===== src/rtl/gates_pkg.sv =====
// gates_pkg: shared types for the gates_pipe bitwise logic unit.
//   OP_W       - opcode width in bits
//   gates_op_e - the eight two-operand bitwise functions
package gates_pkg;

  localparam int OP_W = 3;

  typedef enum logic [OP_W-1:0] {
    OP_AND  = 3'd0,
    OP_OR   = 3'd1,
    OP_XOR  = 3'd2,
    OP_NAND = 3'd3,
    OP_NOR  = 3'd4,
    OP_XNOR = 3'd5,
    OP_ANDN = 3'd6,
    OP_ORN  = 3'd7
  } gates_op_e;

endpackage


===== src/rtl/gates_op_core.sv =====
// gates_op_core: purely combinational bitwise function unit.
// Ports:
//   op - function select (gates_op_e)
//   a  - operand A, WIDTH bits
//   b  - operand B, WIDTH bits
//   y  - result, WIDTH bits
module gates_op_core
  import gates_pkg::*;
#(
  parameter int WIDTH = 8
) (
  input  gates_op_e        op,
  input  logic [WIDTH-1:0] a,
  input  logic [WIDTH-1:0] b,
  output logic [WIDTH-1:0] y
);

  always_comb begin
    y = '0;
    case (op)
      OP_AND:  y = a & b;
      OP_OR:   y = a | b;
      OP_XOR:  y = a ^ b;
      OP_NAND: y = ~(a & b);
      OP_NOR:  y = ~(a | b);
      OP_XNOR: y = ~(a ^ b);
      OP_ANDN: y = a & ~b;
      OP_ORN:  y = a | ~b;
      default: y = '0;
    endcase
  end

endmodule


===== src/rtl/gates_pipe.sv =====
// gates_pipe: two-stage valid/ready pipelined bitwise logic unit.
// Optional feature macro: GATES_FLAGS_EN (adds registered result flags).
// Ports:
//   clk       - clock, rising edge
//   rst       - asynchronous active-high reset
//   in_valid  - upstream offers op/a/b
//   in_ready  - transaction accepted this cycle when in_valid is high
//   op        - function select
//   a, b      - WIDTH-bit operands
//   out_valid - result y available
//   out_ready - downstream accepts y
//   y         - WIDTH-bit result
//   flag_zero - (GATES_FLAGS_EN) y == 0
//   flag_ones - (GATES_FLAGS_EN) y == all ones
//   flag_par  - (GATES_FLAGS_EN) XOR reduction of y
//
// Handshake: a transfer happens on a rising edge where valid and ready are
// both high. A producer holds valid and its payload until the transfer;
// this block holds out_valid and y (and flags) stable until out_ready.
module gates_pipe
  import gates_pkg::*;
#(
  parameter int WIDTH = 8
) (
  input  logic             clk,
  input  logic             rst,
  input  logic             in_valid,
  output logic             in_ready,
  input  logic [OP_W-1:0]  op,
  input  logic [WIDTH-1:0] a,
  input  logic [WIDTH-1:0] b,
  output logic             out_valid,
  input  logic             out_ready,
  output logic [WIDTH-1:0] y
`ifdef GATES_FLAGS_EN
  ,output logic            flag_zero
  ,output logic            flag_ones
  ,output logic            flag_par
`endif
);

  // Stage 1 holding registers.
  logic             s1_v;
  gates_op_e        s1_op;
  logic [WIDTH-1:0] s1_a;
  logic [WIDTH-1:0] s1_b;

  logic             s2_adv;
  logic             accept;
  logic [WIDTH-1:0] core_y;

  // S1 moves into S2 whenever S2 is empty or being drained this cycle;
  // in_ready therefore depends combinationally on out_ready only.
  assign s2_adv   = s1_v & (~out_valid | out_ready);
  assign in_ready = ~s1_v | s2_adv;
  assign accept   = in_valid & in_ready;

  gates_op_core #(.WIDTH(WIDTH)) u_core (
    .op (s1_op),
    .a  (s1_a),
    .b  (s1_b),
    .y  (core_y)
  );

  // Stage 1: load on acceptance, empty when it advances without a refill.
  always_ff @(posedge clk or posedge rst) begin
    if (rst) begin
      s1_v  <= 1'b0;
      s1_op <= OP_AND;
      s1_a  <= '0;
      s1_b  <= '0;
    end else if (accept) begin
      s1_v  <= 1'b1;
      s1_op <= gates_op_e'(op);
      s1_a  <= a;
      s1_b  <= b;
    end else if (s2_adv) begin
      s1_v  <= 1'b0;
    end
  end

  // Stage 2: y only changes when a new result arrives, so it is held
  // through any stall and after the last result drains.
  always_ff @(posedge clk or posedge rst) begin
    if (rst) begin
      out_valid <= 1'b0;
      y         <= '0;
    end else if (s2_adv) begin
      out_valid <= 1'b1;
      y         <= core_y;
    end else if (out_ready) begin
      out_valid <= 1'b0;
    end
  end

`ifdef GATES_FLAGS_EN
  // Flags track y exactly, so their reset values describe y == 0.
  always_ff @(posedge clk or posedge rst) begin
    if (rst) begin
      flag_zero <= 1'b1;
      flag_ones <= 1'b0;
      flag_par  <= 1'b0;
    end else if (s2_adv) begin
      flag_zero <= (core_y == '0);
      flag_ones <= (core_y == '1);
      flag_par  <= ^core_y;
    end
  end
`endif

endmodule


===== config.mk =====
export PLATFORM = sky130hd
export DESIGN_NAME = gates_pipe
export DESIGN_NICKNAME = d
export VERILOG_FILES = /design/src/rtl/gates_pkg.sv /design/src/rtl/gates_op_core.sv /design/src/rtl/gates_pipe.sv
export SDC_FILE = /design/constraint.sdc
export NUM_CORES = 1
export LEC_CHECK = 0
export BUFFER_PORTS_ARGS = -buffer_cell sky130_fd_sc_hd__clkbuf_2
export CORE_MARGIN = 2
export CORE_UTILIZATION = 40
export DETAILED_ROUTE_END_ITERATION = 12
export GPL_TIMING_DRIVEN = 0
export PLACE_DENSITY = 0.66
export SETUP_SLACK_MARGIN = 0.1
export SYNTH_ARGS = -nofsm -noshare
export SYNTH_HDL_FRONTEND = slang
export SYNTH_SLANG_ARGS = --single-unit

===== constraint.sdc =====
create_clock -name clk -period 4.4 [get_ports clk]
set_clock_uncertainty 0.2 [all_clocks]
set_input_delay 0.22 -clock clk [delete_from_list [all_inputs] [get_ports clk]]
set_output_delay 0.22 -clock clk [all_outputs]
set_load 0.005 [all_outputs]

==> impl_metrics.ini <==
[routing]
drtPass1Iterations = 4
drt_iter0_markers = 76
viasPerCell = 4.89
vias = 1610
routedWlPerCell_um = 13.1
drt-total-wl_mm = 4.32
ant_nets = 0
remaining_drc_errors = 0

[synthesis]
syn_area_per_cell_sq_um = 10.5
synth_top_cell_by_area = dfrtp_1
synth_edf_count = 0
yosysTopAreaCellShare_pct = 34.8
ys_warn_count = 0
synth.most_common_cell = ha_1
async_reset_ff_share_pct = 100
yosysSeqAreaShare_pct = 34.8
synth-seq-cells = 29
synthFlopType = dfrtp_1
synth_cells = 199
synth_area_leaders = dfrtp_1 (35%), ha_1 (19%), mux2_2 (15%), nand2b_1 (4.8%), inv_1 (3.1%)
synth_cell_type_count = 27
synth_nets = 254
synthTopCellsByCount = ha_1 (32), dfrtp_1 (29), mux2_2 (27)
synth_area_sq_um = 2080

[clock_tree]
ctsHoldBuffers = 20
cts_max_level = 2
cts_resized = 0
clk_path_buf_depth = 2
clock-sinks = 29
clkTransAtPathRegs_ps = 70
tritoncts = yes
post_cts_buffers = 0
cts_root_buf = clkbuf_8
clock_latency_ps = 280
numCtsBuffers = 5

[hold_path]
hold_path.class = input pin to asynchronous set/reset pin

[sta]
whs_ps = -1.27
hold_viol_final = 14
fin_crit_sh_pct = 43.0
slew_viol_final = 0
finalSetupViolations = 0
final.setup.tns_ps = 0
grt_setup_unrepaired = false
timing.fmax_mhz = 529
tightest_slew_ps = 1130
relSlewSlack_pct = 24.8
post-route-min-period_ps = 1890

[setup_path]
slowest_stage = mux4_2
crit_fanout = 4
cp_cell_sequence = inv_1, ha_1, mux2_2, mux4_2, o21ai_1
start_kind = flip-flop
cp.required_ps = 4420
cp_num_cells = 5
r2r-end = y[1]$_DFFE_PP0P_
crit_family = multiplexers
timing.rr.start = s1_a[1]$_DFFE_PP0P_
r2r_slack_ps = 2510
crit_buf_inv = 1
reg2regPathDepth = 5
path_class = flip-flop to flip-flop
worstPathArrival_ps = 1910
cp-end-kind = flip-flop
slowest_delay_ps = 440

[global_route]
grt_use_met3_pct = 3.91
overflow = 0
grt_pass1_wl_mm = 7.09
grt_pass1_vias = 1493
grt_use_met1_pct = 20.3
grt_max_degree = 30
globalRouteMet2Util_pct = 25.5
grt_usage_pct = 15.3
busiest_layer = met2
antenna_found_initial = 0

[power]
swShare_pct = 33.4
p_switching_mw = 0.322
vdd_drop_max_v = 0.000140
internal_power_mw = 0.643
pwr-share-comb_pct = 36.4
powerDensity_nw_per_um2 = 367
clkPwrFrac_pct = 25.9
total_power_mw = 0.965
power_frac_seq_pct = 37.7
p_leak_nw = 1.28

[placement]
dpl.hpwl_mm = 3.06
port_buffers = 32
place_congestion = 0.809

[finish]
post-route-util_pct = 51.9
antennaDiodeCount = 0
syn2layout_area_growth_pct = 26.4
layout.nets = 313
nFillCells = 496
drive_gt1_share_pct = 30.1

[floorplan]
die_area_sq_um = 5800
row_count = 26
initial_core_util_pct = 41.1
die_w_um = 76.2
fp.dieH_um = 76.2
ios = 33
core_area_sq_um = 5070

[run_status]
status = complete, but fails checks
violations = hold timing

[job]
cap_violations = 0
cell usage in the layout, fill, tap and decap left out:
cell / netlist / layout
mux2_1: 2 / 2
nand3b_1: 1 / 1
dfrtp_1: 29 / 29
clkbuf_2: 0 / 32
nand2_1: 16 / 16
a211oi_1: 1 / 1
o22ai_1: 8 / 8
buf_2: 4 / 4
clkbuf_8: 0 / 7
nand2b_1: 16 / 16
inv_1: 17 / 17
a21oi_1: 6 / 6
buf_4: 1 / 1
or3_1: 1 / 1
mux2_2: 27 / 27
buf_1: 1 / 1
or2_1: 1 / 1
mux2i_1: 3 / 3
buf_6: 3 / 3
clkinv_2: 0 / 1
o21ai_1: 3 / 3
nand2_2: 2 / 2
o32ai_1: 7 / 7
nor3b_1: 1 / 1
o31ai_1: 5 / 5
nor2_1: 5 / 5
ha_1: 32 / 32
clkbuf_1: 1 / 1
nor3_1: 5 / 5
dlygate4sd3_1: 0 / 20
mux4_2: 1 / 1
worst max path at each step:
stage | startpoint | end | slack [ps]
4_1_cts | s1_a[1]$_DFFE_PP0P_ | y[1]$_DFFE_PP0P_ | 2510
5_1_grt | s1_a[1]$_DFFE_PP0P_ | y[1]$_DFFE_PP0P_ | 2430
3_5_place_dp | s1_a[1]$_DFFE_PP0P_ | y[1]$_DFFE_PP0P_ | 2530
6_report | s1_a[1]$_DFFE_PP0P_ | y[1]$_DFFE_PP0P_ | 2510
3_3_place_gp | s1_a[1]$_DFFE_PP0P_ | y[1]$_DFFE_PP0P_ | 2560
2_1_floorplan | s1_a[1]$_DFFE_PP0P_ | y[1]$_DFFE_PP0P_ | 2620
cell type report:
class                      count  area [sq um]  share of cell area, %
multi-input combinational    143          1220                   46.5
clock buffer                   7          96.3                   3.66
tap                           70          87.6                   3.33
sequential                    29           726                   27.6
clock inverter                 1          5.00                  0.190
timing repair buffer          52           360                   13.7
buffer                        10          68.8                   2.61
inverter                      17          63.8                   2.42
sequential cells by signal (all words and copies together) (netlist names):
name,flops
s1_op,3
s1_a,8
s1_v,1
s1_b,8
out_valid,1
y,8
metal layers:
metal / wire length, um / up-vias
met5: 0 / -
met1: 2040 / 758
met4: 38 / 0
li1: - / 802
met2: 2030 / 45
met3: 218 / 5
cells by family after synthesis:
kind of cell | Yosys count | share of synthesized area, %
AO/OA/AOI/OAI | 30 | 9.67
adder cells (fa/ha/maj) | 32 | 19.2
buffers and inverters | 27 | 6.37
flip-flops | 29 | 34.8
multiplexers | 33 | 18.2
AND/OR/NAND/NOR | 48 | 11.7
worst register-to-register path: cells and delay by family (launching register included):
family                     cells  cell delay [ps]
buffers and inverters          1               80
adders and majority gates      1              320
muxes                          2              710
DFF                            1              400
AOI/OAI and AO/OA              1              120
power groups by stage:
stage          combinational, mW  sequential (mW)  clock (mW)
5_1_grt                    0.390            0.373       0.269
2_1_floorplan              0.241            0.362           0
6_report                   0.351            0.363       0.250
3_3_place_gp               0.330            0.366           0
3_5_place_dp               0.338            0.369           0
4_1_cts                    0.353            0.364       0.256
per-stage QoR:
step / hold WS, ps / instance area, sq um / worst slack [ps] / cells
2_1_floorplan: 98.1 / 2080 / 2620 / 199
4_1_cts: 17.1 / 2630 / 2510 / 329
5_1_grt: 50.4 / 2630 / 2430 / 329
3_5_place_dp: 252 / 2330 / 2530 / 301
6_report: -1.27 / 2630 / 2510 / 329
3_3_place_gp: 245 / 2330 / 2560 / 301
Note: power is estimated with default switching activity, not from simulation.
